--- src/rtl/iomem_stream_pkg.sv ---
// Shared register-map constants for the iomem stream bridge.
// Offsets are word indices taken from iomem_addr[3:2].
package iomem_stream_pkg;

  localparam logic [1:0] OFF_DATA   = 2'd0;
  localparam logic [1:0] OFF_STATUS = 2'd1;
  localparam logic [1:0] OFF_CTRL   = 2'd2;

  localparam int unsigned ST_RX_COUNT_LSB = 8;
  localparam int unsigned ST_TX_FULL      = 16;
  localparam int unsigned ST_TX_EMPTY     = 17;
  localparam int unsigned ST_RX_FULL      = 18;
  localparam int unsigned ST_RX_EMPTY     = 19;
  localparam int unsigned ST_TX_OVF       = 20;
  localparam int unsigned ST_RX_UNF       = 21;

  localparam int unsigned CTRL_RX_IRQ_EN  = 0;
  localparam int unsigned CTRL_TX_IRQ_EN  = 1;
  localparam int unsigned CTRL_FLUSH_TX   = 2;
  localparam int unsigned CTRL_FLUSH_RX   = 3;
  localparam int unsigned CTRL_CLR_STICKY = 4;

endpackage

--- src/rtl/iomem_stream_fifo_sync_fifo.sv ---
// Single-clock first-word-fall-through FIFO with count and flush.
// A push while full is still accepted when a pop happens in the same cycle.
module sync_fifo #(
  parameter int unsigned WIDTH = 32,
  parameter int unsigned DEPTH = 16
) (
  input  logic                       clk,
  input  logic                       resetn,
  input  logic                       push,
  input  logic                       pop,
  input  logic                       flush,
  input  logic [WIDTH-1:0]           din,
  output logic [WIDTH-1:0]           dout,
  output logic                       full,
  output logic                       empty,
  output logic [$clog2(DEPTH):0]     count
);

  localparam int unsigned AW = $clog2(DEPTH);
  localparam int unsigned CW = AW + 1;

  logic [WIDTH-1:0] r_mem [DEPTH];
  logic [AW-1:0]    r_wptr;
  logic [AW-1:0]    r_rptr;
  logic [CW-1:0]    r_count;
  logic             w_push_ok;
  logic             w_pop_ok;

  assign full      = (r_count == CW'(DEPTH));
  assign empty     = (r_count == '0);
  assign count     = r_count;
  assign w_push_ok = push && (!full || pop);
  assign w_pop_ok  = pop && !empty;
  assign dout      = empty ? '0 : r_mem[r_rptr];

  always_ff @(posedge clk) begin
    if (!resetn || flush) begin
      r_wptr  <= '0;
      r_rptr  <= '0;
      r_count <= '0;
    end else begin
      if (w_push_ok) r_wptr <= r_wptr + AW'(1);
      if (w_pop_ok)  r_rptr <= r_rptr + AW'(1);
      if (w_push_ok && !w_pop_ok) begin
        r_count <= r_count + CW'(1);
      end else if (w_pop_ok && !w_push_ok) begin
        r_count <= r_count - CW'(1);
      end
    end
  end

  // Storage is not reset; dout is masked to zero while empty instead.
  always_ff @(posedge clk) begin
    if (resetn && !flush && w_push_ok) begin
      r_mem[r_wptr] <= din;
    end
  end

endmodule

--- src/rtl/iomem_stream_fifo.sv ---
// iomem-bus stream bridge: CPU-fed TX FIFO to a master stream, slave stream into
// an RX FIFO popped by CPU reads, plus STATUS/CTRL registers and a level irq.
module iomem_stream_fifo
  import iomem_stream_pkg::*;
#(
  parameter logic [7:0]  BASE_ADDR = 8'h04,
  parameter int unsigned DEPTH     = 16
) (
  input  logic        clk,
  input  logic        resetn,
  input  logic        iomem_valid,
  output logic        iomem_ready,
  input  logic [3:0]  iomem_wstrb,
  input  logic [31:0] iomem_addr,
  input  logic [31:0] iomem_wdata,
  output logic [31:0] iomem_rdata,
  output logic        m_valid,
  input  logic        m_ready,
  output logic [31:0] m_data,
  input  logic        s_valid,
  output logic        s_ready,
  input  logic [31:0] s_data,
  output logic        irq
);

  localparam int unsigned CW = $clog2(DEPTH) + 1;

  logic          r_ready;
  logic [31:0]   r_rdata;
  logic          r_irq;
  logic          r_rx_irq_en;
  logic          r_tx_irq_en;
  logic          r_tx_ovf;
  logic          r_rx_unf;

  logic          w_access;
  logic [1:0]    w_off;
  logic          w_rd;
  logic          w_wr;
  logic          w_tx_push;
  logic          w_tx_pop;
  logic          w_rx_push;
  logic          w_rx_pop;
  logic          w_rx_pop_req;
  logic          w_ctrl_wr;
  logic          w_flush_tx;
  logic          w_flush_rx;
  logic          w_clr_sticky;
  logic          w_tx_ovf_set;
  logic          w_rx_unf_set;
  logic          w_tx_full;
  logic          w_tx_empty;
  logic          w_rx_full;
  logic          w_rx_empty;
  logic [CW-1:0] w_tx_count;
  logic [CW-1:0] w_rx_count;
  logic [31:0]   w_tx_dout;
  logic [31:0]   w_rx_dout;
  logic [31:0]   w_status;
  logic [31:0]   w_rdata;
  logic          w_unused;

  // r_ready gates decode so a held request is serviced exactly once.
  assign w_access = iomem_valid && !r_ready && (iomem_addr[31:24] == BASE_ADDR);
  assign w_off    = iomem_addr[3:2];
  assign w_rd     = w_access && (iomem_wstrb == 4'h0);
  assign w_wr     = w_access && (iomem_wstrb != 4'h0);

  assign w_tx_push    = w_wr && (w_off == OFF_DATA) && (iomem_wstrb == 4'hF);
  assign w_rx_pop_req = w_rd && (w_off == OFF_DATA);
  assign w_rx_pop     = w_rx_pop_req && !w_rx_empty;
  assign w_rx_unf_set = w_rx_pop_req && w_rx_empty;

  assign w_ctrl_wr    = w_wr && (w_off == OFF_CTRL) && iomem_wstrb[0];
  assign w_flush_tx   = w_ctrl_wr && iomem_wdata[CTRL_FLUSH_TX];
  assign w_flush_rx   = w_ctrl_wr && iomem_wdata[CTRL_FLUSH_RX];
  assign w_clr_sticky = w_ctrl_wr && iomem_wdata[CTRL_CLR_STICKY];

  assign m_valid      = !w_tx_empty;
  assign m_data       = w_tx_dout;
  assign w_tx_pop     = m_valid && m_ready;
  assign w_tx_ovf_set = w_tx_push && w_tx_full && !w_tx_pop;

  assign s_ready   = resetn && !w_rx_full;
  assign w_rx_push = s_valid && s_ready;

  assign iomem_ready = r_ready;
  assign iomem_rdata = r_rdata;
  assign irq         = r_irq;

  assign w_unused = ^{iomem_addr[23:4], iomem_addr[1:0], iomem_wdata[31:5]};

  sync_fifo #(
    .WIDTH (32),
    .DEPTH (DEPTH)
  ) u_tx_fifo (
    .clk    (clk),
    .resetn (resetn),
    .push   (w_tx_push),
    .pop    (w_tx_pop),
    .flush  (w_flush_tx),
    .din    (iomem_wdata),
    .dout   (w_tx_dout),
    .full   (w_tx_full),
    .empty  (w_tx_empty),
    .count  (w_tx_count)
  );

  sync_fifo #(
    .WIDTH (32),
    .DEPTH (DEPTH)
  ) u_rx_fifo (
    .clk    (clk),
    .resetn (resetn),
    .push   (w_rx_push),
    .pop    (w_rx_pop),
    .flush  (w_flush_rx),
    .din    (s_data),
    .dout   (w_rx_dout),
    .full   (w_rx_full),
    .empty  (w_rx_empty),
    .count  (w_rx_count)
  );

  always_comb begin
    w_status                            = '0;
    w_status[CW-1:0]                    = w_tx_count;
    w_status[ST_RX_COUNT_LSB +: CW]     = w_rx_count;
    w_status[ST_TX_FULL]                = w_tx_full;
    w_status[ST_TX_EMPTY]               = w_tx_empty;
    w_status[ST_RX_FULL]                = w_rx_full;
    w_status[ST_RX_EMPTY]               = w_rx_empty;
    w_status[ST_TX_OVF]                 = r_tx_ovf;
    w_status[ST_RX_UNF]                 = r_rx_unf;
  end

  always_comb begin
    w_rdata = '0;
    if (w_rd) begin
      case (w_off)
        OFF_DATA:   w_rdata = w_rx_dout;
        OFF_STATUS: w_rdata = w_status;
        OFF_CTRL: begin
          w_rdata[CTRL_RX_IRQ_EN] = r_rx_irq_en;
          w_rdata[CTRL_TX_IRQ_EN] = r_tx_irq_en;
        end
        default:    w_rdata = '0;
      endcase
    end
  end

  always_ff @(posedge clk) begin
    if (!resetn) begin
      r_ready     <= 1'b0;
      r_rdata     <= '0;
      r_irq       <= 1'b0;
      r_rx_irq_en <= 1'b0;
      r_tx_irq_en <= 1'b0;
      r_tx_ovf    <= 1'b0;
      r_rx_unf    <= 1'b0;
    end else begin
      r_ready <= w_access;
      r_rdata <= w_access ? w_rdata : '0;
      r_irq   <= (r_rx_irq_en && !w_rx_empty) || (r_tx_irq_en && w_tx_empty);
      if (w_ctrl_wr) begin
        r_rx_irq_en <= iomem_wdata[CTRL_RX_IRQ_EN];
        r_tx_irq_en <= iomem_wdata[CTRL_TX_IRQ_EN];
      end
      // Set events take priority over a same-cycle clear.
      if (w_tx_ovf_set)      r_tx_ovf <= 1'b1;
      else if (w_clr_sticky) r_tx_ovf <= 1'b0;
      if (w_rx_unf_set)      r_rx_unf <= 1'b1;
      else if (w_clr_sticky) r_rx_unf <= 1'b0;
    end
  end

endmodule
--- config.mk ---
export PLATFORM = sky130hd
export DESIGN_NAME = iomem_stream_fifo
export DESIGN_NICKNAME = d
export VERILOG_FILES = /design/src/rtl/iomem_stream_pkg.sv /design/src/rtl/iomem_stream_fifo_sync_fifo.sv /design/src/rtl/iomem_stream_fifo.sv
export SDC_FILE = /design/constraint.sdc
export NUM_CORES = 1
export LEC_CHECK = 0
export ABC_AREA = 0
export CAP_MARGIN = 10
export CORE_ASPECT_RATIO = 0.8
export CORE_UTILIZATION = 28
export DETAILED_ROUTE_END_ITERATION = 7
export PLACE_DENSITY_LB_ADDON = 0.08
export REMOVE_ABC_BUFFERS = 1
export SETUP_SLACK_MARGIN = 0.2
export SYNTH_ARGS = -nofsm -noshare
export SYNTH_HDL_FRONTEND = slang
export SYNTH_SLANG_ARGS = --single-unit
--- constraint.sdc ---
create_clock -name clk -period 10.6 [get_ports clk]
set_input_delay 3.18 -clock clk [delete_from_list [all_inputs] [get_ports clk]]
set_output_delay 3.18 -clock clk [all_outputs]
set_load 0.02 [all_outputs]
======== After elaboration in Yosys (flattened, before gate mapping) ========
Memory sizes are Yosys's and may differ from the RTL's. A register that Yosys moved wholly into a read port is not among the register bits.
Cells that the tools add are included.
operators by class
  add/subtract/negate cells ............... 8
  multiplexer cells ....................... 19
  equality and inequality tests ........... 6
  reductions and logical operators ........ 61
operator list
  operator             count
  $mux 32              2
  $pmux 30 s2          1
  $logic_and 1x1->1    33
  $mux 5               4
  $add 4x1->4 const B  4
  $mux 4               4
  $logic_not 1->1      13
  $add 5x1->5 const B  2
  $eq 5x5->1 const B   2
  $logic_not 5->1      2
  $sub 5x1->5 const B  2
  $eq 8x3->1 const B   1
  $reduce_bool 2->1    4
  $mux 1               7
  $pmux 2 s3           1
  $logic_or 1x1->1     5
  $eq 4x4->1 const B   1
  $logic_not 4->1      1
  $reduce_bool 4->1    1
  $reduce_and 3->1     1
  $eq 2x1->1 const B   1
  $eq 2x2->1 const B   1
  $logic_not 2->1      1
word-level totals
  register bits ........................... 64
  logic and storage cells ................. 109
  bits of input ports ..................... 105
  RAM bits ................................ 1,024
  memories kept ........................... 2
memory list
  name             depth  width  read ports  clocked after memory_dff  write ports  line                               text
  u_rx_fifo.r_mem  16     32     1           1                         1            iomem_stream_fifo_sync_fifo.sv:22  logic [WIDTH-1:0] r_mem [DEPTH];
  u_tx_fifo.r_mem  16     32     1           1                         1            iomem_stream_fifo_sync_fifo.sv:22

======== Depth between registers and ports, before layout ========
Gate-level depths: netlist of the first run.
  depth after elaboration ................. 12
  mapped depth ............................ 14
  gate-level depth less buffers ........... 12

======== Modules after synthesis ========
A second synthesis of the first run with hierarchy kept.
second synthesis, totals
  cells, all modules ...................... 1,933
  area, all modules ....................... 42,210.5 µm²
modules (own cells, without submodules)
  module             times used  cells an instance  area each (µm²)  sequential area each (µm²)
  sync_fifo          2           897                20,344.5         15,715.1
  iomem_stream_fifo  1           139                1,521.5          760.7

======== Worst setup path after synthesis of the first run ========
Ideal clock, no wire load.
  path kind ............................... input-to-reg
  start ................................... input iomem_addr[25]
  end ..................................... memory u_tx_fifo.r_mem[0][0], enable pin
  library setup time ...................... 501 ps
  cell stages on the path ................. 6
  arrival ................................. 7,603 ps
  required time ........................... 10,099 ps
  buffers on the path ..................... 2
  slack ................................... 2,496 ps
  path through ............................ nor4b_2 > nand4_2 > or3_1 > buf_2 > buf_6 > nor4_1
on the way
  word-level cells in the longest chain between the ends .. 11
RTL lines
  element                           line                               text
  start, declared                   iomem_stream_fifo.sv:14            input logic [31:0] iomem_addr,
  $eq 8x3->1 (*)                    iomem_stream_fifo.sv:64            assign w_access = iomem_valid && !r_ready && (iomem_addr[31:24] == BASE_ADDR);
  $logic_and 1x1->1 (*)             iomem_stream_fifo.sv:64
  $logic_and 1x1->1 (*)             iomem_stream_fifo.sv:67            assign w_wr = w_access && (iomem_wstrb != 4'h0);
  $logic_and 1x1->1 (2 in a row)    iomem_stream_fifo.sv:74            assign w_ctrl_wr = w_wr && (w_off == OFF_CTRL) && iomem_wstrb[0];
  $logic_and 1x1->1                 iomem_stream_fifo.sv:75            assign w_flush_tx = w_ctrl_wr && iomem_wdata[CTRL_FLUSH_TX];
  $logic_not 1->1                   iomem_stream_fifo_sync_fifo.sv:54  if (resetn && !flush && w_push_ok) begin
  $logic_and 1x1->1                 iomem_stream_fifo_sync_fifo.sv:54
  $logic_and 1x1->1 (*)             iomem_stream_fifo_sync_fifo.sv:54
  $mux 1 (*)                        iomem_stream_fifo_sync_fifo.sv:54
  $mux 1 (implied by the code) (*)  iomem_stream_fifo_sync_fifo.sv:55  r_mem[r_wptr] <= din;
  end, declared                     iomem_stream_fifo_sync_fifo.sv:22
Mark *: on every way between the ends. The rest lies on a longest branch, timed or not.

======== Worst setup path in the final report of the first run ========
  start ................................... input resetn
  end ..................................... output s_ready
on the way
  word-level cells in the longest chain between the ends .. 1
RTL lines
  element            line                     text
  start, declared    iomem_stream_fifo.sv:10  input logic resetn,
  $logic_and 1x1->1  iomem_stream_fifo.sv:84  assign s_ready = resetn && !w_rx_full;
  end, declared      iomem_stream_fifo.sv:21  output logic s_ready,
Every way passes these cells.

==> results.py, run 1 <==
metrics = {
    "floorplanning": {
        "core_sq_mm": 0.148,
        "die_h_um": 347,
        "rows": 126,
        "ioPinCount": 173,
        "die_w_um": 434,
        "die-area_sq_mm": 0.151,
        "start_util_pct": 28.2,
    },
    "placed_design": {
        "portBuffers": 150,
        "gp_congestion": 0.720,
        "postPlaceCellArea_sq_mm": 0.0459,
        "dpl.hpwl_um": 56900,
    },
    "routing": {
        "antenna_left": 0,
        "avgViaCountPerCell": 4.66,
        "drtIter0Drc": 1410,
        "vias": 19400,
        "wl_per_cell_um": 26.5,
        "drc_errors": 0,
        "drt_first_pass_iters": 4,
        "wl_um": 110000,
    },
    "clock_tree": {
        "root_buffer": "clkbuf_16",
        "cts.sinks": 1096,
        "postCtsSetupBuffers": 0,
        "cts_resized": 0,
        "cts_tree": "built",
        "clock_latency_ns": 0.72,
        "ctsHoldBuffers": 0,
        "cts_made_buffers": 117,
        "clkTransAtPathRegs_ns": 0.06,
        "clockBufferDepth": 3,
        "h-tree-depth": 3,
    },
    "finish": {
        "nets": 2194,
        "layout-drive-gt1-share_pct": 26.7,
        "final_area_sq_mm": 0.0498,
        "syn_to_final_growth_pct": 19.3,
        "final_cell_mix": "edfxtp_1, mux4_2, clkdlybuf4s50_1",
        "fillCellCount": 13900,
        "final_common_cell": "edfxtp_1",
    },
    "critical_path": {
        "end_kind": "output pin",
        "worstPathMaxFanout": 8,
        "crit_chain": "clkdlybuf4s50_1, inv_1, a21oi_1, clkdlybuf4s50_1",
        "startpoint_type": "input port",
        "cp.required_ns": 7.42,
        "crit_top_cell": "clkdlybuf4s50_1",
        "crit_type": "input port to output pin",
        "crit_arrival_ns": 4.83,
        "rrSetupSlack_ns": 6.66,
        "slowest_delay_ns": 0.64,
        "slowest_stage": "clkdlybuf4s50_1",
    },
    "sta": {
        "hold_violations": 0,
        "worst_slew_pin_slew_ns": 1.05,
        "max_freq_mhz": 125,
        "fin_crit_sh_pct": 75.6,
        "finalSetupTns_ns": 0,
        "slew_headroom_pct": 29.8,
        "finalMaxSlewViolations": 0,
        "period_minus_slack_ns": 8.01,
        "rsz0062_at_grt": "no",
        "skew_ns": 0.0289,
        "holdWs_ns": 0.503,
        "finalSetupViolations": 0,
    },
    "global_route": {
        "grt_max_degree": 85,
        "grt-ovfl-total": 0,
        "grt_pass1_wl_um": 157000,
        "grt_usage_pct": 14.8,
        "antenna_found_initial": 6,
        "grt_pass1_vias": 21200,
    },
    "power": {
        "peakVddDrop_v": 0.000132,
        "netSwitchingPower_mw": 2.45,
        "p_clk_share_pct": 40.3,
        "p_sw_share_pct": 23.9,
        "power_density_mw_per_mm2": 205,
        "p_seq_share_pct": 47.2,
        "power_frac_comb_pct": 12.5,
        "internal-power_mw": 7.77,
        "leakagePower_nw": 14.9,
    },
    "logic_synthesis": {
        "ys_async_sr_fraction_pct": 0,
        "syn_area_sq_mm": 0.0417,
        "ys.flop_type": "edfxtp_1",
        "syn_area_per_cell_sq_um": 22.6,
        "netlist_instances": 1843,
        "yosys_warnings": 0,
        "synth-seq-area-share_pct": 77.2,
        "synth_seq_cells": 1096,
        "ys_types": 48,
        "synth_enable_flop_cells": 1024,
    },
    "run_status": {
        "outcome": "complete, no violations",
    },
    "hold_path": {
        "hp-class": "register to register",
    },
    "flow_run": {
        "cap_viol_max_count": 0,
    },
}
Yosys cell counts (7+ instances only):
| master | n | area [sq um] |
|---|---|---|
| buf_1 | 10 | 37.5 |
| a22oi_1 | 24 | 180 |
| ha_1 | 18 | 225 |
| a21oi_1 | 36 | 180 |
| nor2b_1 | 22 | 138 |
| mux4_2 | 306 | 6890 |
| mux2i_1 | 12 | 120 |
| nor4_1 | 22 | 138 |
| buf_2 | 38 | 190 |
| nand3_1 | 8 | 40.0 |
| nand2b_1 | 7 | 43.8 |
| inv_1 | 13 | 48.8 |
| dfxtp_1 | 72 | 1440 |
| nor3_1 | 7 | 35.0 |
| clkbuf_1 | 40 | 150 |
| and2_1 | 34 | 213 |
| edfxtp_1 | 1024 | 30700 |
| xnor2_1 | 13 | 114 |
| nand2_1 | 22 | 82.6 |
| nor2_1 | 60 | 225 |
power by group through the flow:
stage	registers, mW	logic, mW	clock network, mW
floorplan	4.98	0.769	0
detailed placement	4.92	1.31	0
CTS	4.83	1.32	4.25
global route	4.83	1.37	4.39
global placement	4.92	1.31	0
finish	4.83	1.27	4.12
state kept, by name, indices dropped and copies added (netlist names), 4 cells and up, named ones only:
signal,flops
u_tx_fifo.r_rptr,4
u_tx_fifo.r_wptr,4
u_rx_fifo.r_rptr,4
u_tx_fifo.count,5
u_tx_fifo.r_mem,512
u_rx_fifo.r_mem,512
iomem_rdata,32
u_rx_fifo.r_wptr,4
u_rx_fifo.count,5
per-stage QoR:
stage	power, mW	util (%)	worst slack [ns]	std cells
2_1_floorplan	5.75	-	0.787	1749
3_3_place_gp	6.22	31.1	2.51	3934
3_5_place_dp	6.23	31.1	2.55	3934
4_1_cts	10.4	33.7	2.54	4155
5_1_grt	10.6	33.7	2.53	4156
6_report	10.2	33.7	2.59	4156
worst paths after layout:
| path | start | end | cells after the start |
|---|---|---|---|
| setup / recovery | resetn | s_ready | 4 |
| hold reg to reg | u_tx_fifo.r_rptr[3]$_SDFFE_PP0P_ | register | 2 |
| setup reg to reg | u_tx_fifo.count[0]$_SDFFE_PP0P_ | u_tx_fifo.count[4]$_SDFFE_PP0P_ | 12 |
| hold / removal | u_tx_fifo.r_rptr[3]$_SDFFE_PP0P_ | register | 2 |
routing by layer:
layer	global-route usage, %	vias up	wire, um
met5	0	-	11
met4	4.25	2	2970
met3	2.44	180	3460
met2	24.0	302	53300
met1	20.3	10600	50200
li1	-	8222	-
worst max-delay path: cells and delay by family:
family | cells | cell delay (ns)
buffers and inverters | 3 | 1.44
AOI/OAI and AO/OA | 1 | 0.21
logic make-up after synthesis:
group / synth area share (%)
XOR/XNOR: 0.399
AND/OR/NAND/NOR: 2.56
buffers and inverters: 1.17
multiplexers: 16.8
adder cells (fa/ha/maj): 0.636
flip-flops: 77.2
AO/OA/AOI/OAI: 1.26
area by class of cell:
| class | instances | area, sq um | area share [%] |
|---|---|---|---|
| Timing Repair Buffer | 201 | 1900 | 3.81 |
| Antenna cell | 1 | 2.50 | 0.00503 |
| Tap cell | 1984 | 2480 | 4.99 |
| Clock buffer | 149 | 3210 | 6.46 |
| Clock inverter | 72 | 652 | 1.31 |
| Inverter | 13 | 48.8 | 0.0980 |
| Multi-Input combinational cell | 640 | 9260 | 18.6 |
| Sequential cell | 1096 | 32200 | 64.7 |
(Power assumes the default switching activity.)
==> inputs of run 2 (changes only) <==
==> constraint.sdc (replaced) <==
create_clock -name clk -period 6.6 [get_ports clk]
set_input_delay 1.98 -clock clk [delete_from_list [all_inputs] [get_ports clk]]
set_output_delay 1.98 -clock clk [all_outputs]
set_load 0.02 [all_outputs]
==> run 2 against run 1 <==
Effect of this change: sequential share of layout area fell by 0.20 points; largest cell class unchanged; final area rose by 0.32%; register-to-register slack got worse by 3.9 ns; combinational power rose by 65%; non-clock buffer count rose by 11; highest routed layer unchanged; die area did not move; worst hold slack improved by 0.0033 ns; core utilization rose by 0.11 points; via count rose by 1.6%; global-route usage rose by 0.30 points; largest power group unchanged; wire length rose by 2.4%.
==> results.py, run 2 (synthesis results as in run 1) <==
metrics = {
    "run_status": {
        "outcome": "complete, no violations",
    },
    "routing": {
        "drc_errors": 0,
        "avgViaCountPerCell": 4.71,
        "drtIter0Drc": 1535,
        "wl_um": 113000,
        "drt_first_pass_iters": 5,
        "wl_per_cell_um": 27.0,
        "antenna_left": 0,
        "vias": 19700,
    },
    "floorplanning": {
        "core_sq_mm": 0.148,
        "die-area_sq_mm": 0.151,
        "rows": 126,
        "start_util_pct": 28.2,
        "ioPinCount": 173,
        "die_h_um": 347,
        "die_w_um": 434,
    },
    "flow_run": {
        "cap_viol_max_count": 0,
    },
    "power": {
        "peakVddDrop_v": 0.000209,
        "p_total_mw": 16.5,
        "leakagePower_nw": 14.9,
        "power_density_mw_per_mm2": 330,
    },
    "finish": {
        "layout-drive-gt1-share_pct": 27.1,
        "final_area_sq_mm": 0.0499,
        "final_cell_mix": "edfxtp_1, mux4_2, clkdlybuf4s50_1",
        "utilization_pct": 33.8,
        "nets": 2206,
        "syn_to_final_growth_pct": 19.7,
        "final_common_cell": "edfxtp_1",
    },
    "critical_path": {
        "ff2ff_path_depth": 13,
        "startpoint_type": "register",
        "cp.required_ns": 4.62,
        "worstPathMaxFanout": 41,
        "crit_type": "register to output pin",
        "crit_arrival_ns": 3.75,
        "end_kind": "output pin",
    },
    "placed_design": {
        "gp_congestion": 0.723,
        "dpl.hpwl_um": 59500,
        "postPlaceCellArea_sq_mm": 0.0460,
        "portBuffers": 150,
    },
    "clock_tree": {
        "clkTransAtPathRegs_ns": 0.06,
        "postCtsSetupBuffers": 0,
        "clockBufferDepth": 3,
        "cts_made_buffers": 118,
        "ctsHoldBuffers": 0,
        "cts_resized": 0,
        "root_buffer": "clkbuf_16",
        "h-tree-depth": 3,
        "cts_tree": "built",
        "cts.sinks": 1096,
        "clock_latency_ns": 0.72,
    },
    "global_route": {
        "antenna_found_initial": 8,
        "grt_pass1_wl_um": 160000,
        "grt_max_degree": 62,
        "grt-ovfl-total": 0,
        "grt_usage_pct": 15.1,
        "grt_pass1_vias": 21200,
    },
    "sta": {
        "skew_ns": 0.0298,
        "hold_violations": 0,
        "finalMaxSlewViolations": 0,
        "worst_slew_pin_slew_ns": 1.18,
        "period_minus_slack_ns": 5.73,
        "holdWs_ns": 0.506,
        "fin_crit_sh_pct": 86.7,
        "slew_headroom_pct": 20.9,
        "rsz0062_at_grt": "no",
        "finalSetupViolations": 0,
        "max_freq_mhz": 175,
    },
    "hold_path": {
        "hp-class": "register to register",
        "whs_path_depth": 2,
    },
}
run 2: cell count changes in the layout (fill, tap and decap cells not counted), sizes merged:
cell / delta
bufinv: +1
clkinv: -3
clkinvlp: +4
diode: +2
clkbuf: +1
buf: +11
run 2: final cells by class:
type | count | area (sq um)
fillers | 13800 | 97800
flip-flops and latches | 1096 | 32200
multi-input cells | 640 | 9260
clock buffers | 150 | 3190
well taps | 1984 | 2480
repair buffers | 212 | 2030
clock inverters | 74 | 698
inverters | 13 | 48.8
diodes | 3 | 7.51
run 2: per-stage QoR:
step                setup TNS, ns  setup WS, ns  instances
floorplan                 -217.44         -2.01       1749
CTS                             0         0.716       4169
global placement                0          1.04       3945
global route                    0         0.637       4171
detailed placement              0         0.972       3945
finish                          0         0.875       4172
run 2: worst paths after layout:
check / startpoint / endpoint / slack (ns)
max reg2reg: u_tx_fifo.count[0]$_SDFFE_PP0P_ / u_tx_fifo.count[4]$_SDFFE_PP0P_ / 2.76
max: register / m_data[0] / 0.87
min: u_tx_fifo.r_rptr[3]$_SDFFE_PP0P_ / register / 0.51
min reg2reg: u_tx_fifo.r_rptr[3]$_SDFFE_PP0P_ / register / 0.51
run 2: where the power goes:
part	switching, mW	internal, mW	leakage (nW)	total (mW)
logic	1.09	1.00	3.23	2.09
registers	0.0874	7.64	9.80	7.73
clock network	2.77	3.88	1.90	6.64
run 2: routing by layer:
metal | part of all wire (%) | GRT usage, % | wire length (um) | vias to the layer above
li1 | - | - | - | 8270
met1 | 46 | 21.4 | 51800 | 10800
met2 | 48 | 24.0 | 54200 | 394
met3 | 3.9 | 2.64 | 4410 | 155
met4 | 2.0 | 3.57 | 2250 | 4
met5 | 0.020 | 0 | 23 | -
run 2: critical path, stage by stage (launching register included):
cell and delay, ns:
dfxtp_4 0.80, buf_4 0.55, mux4_2 0.41, mux4_2 0.46, and2_1 0.22, clkdlybuf4s50_1 0.55
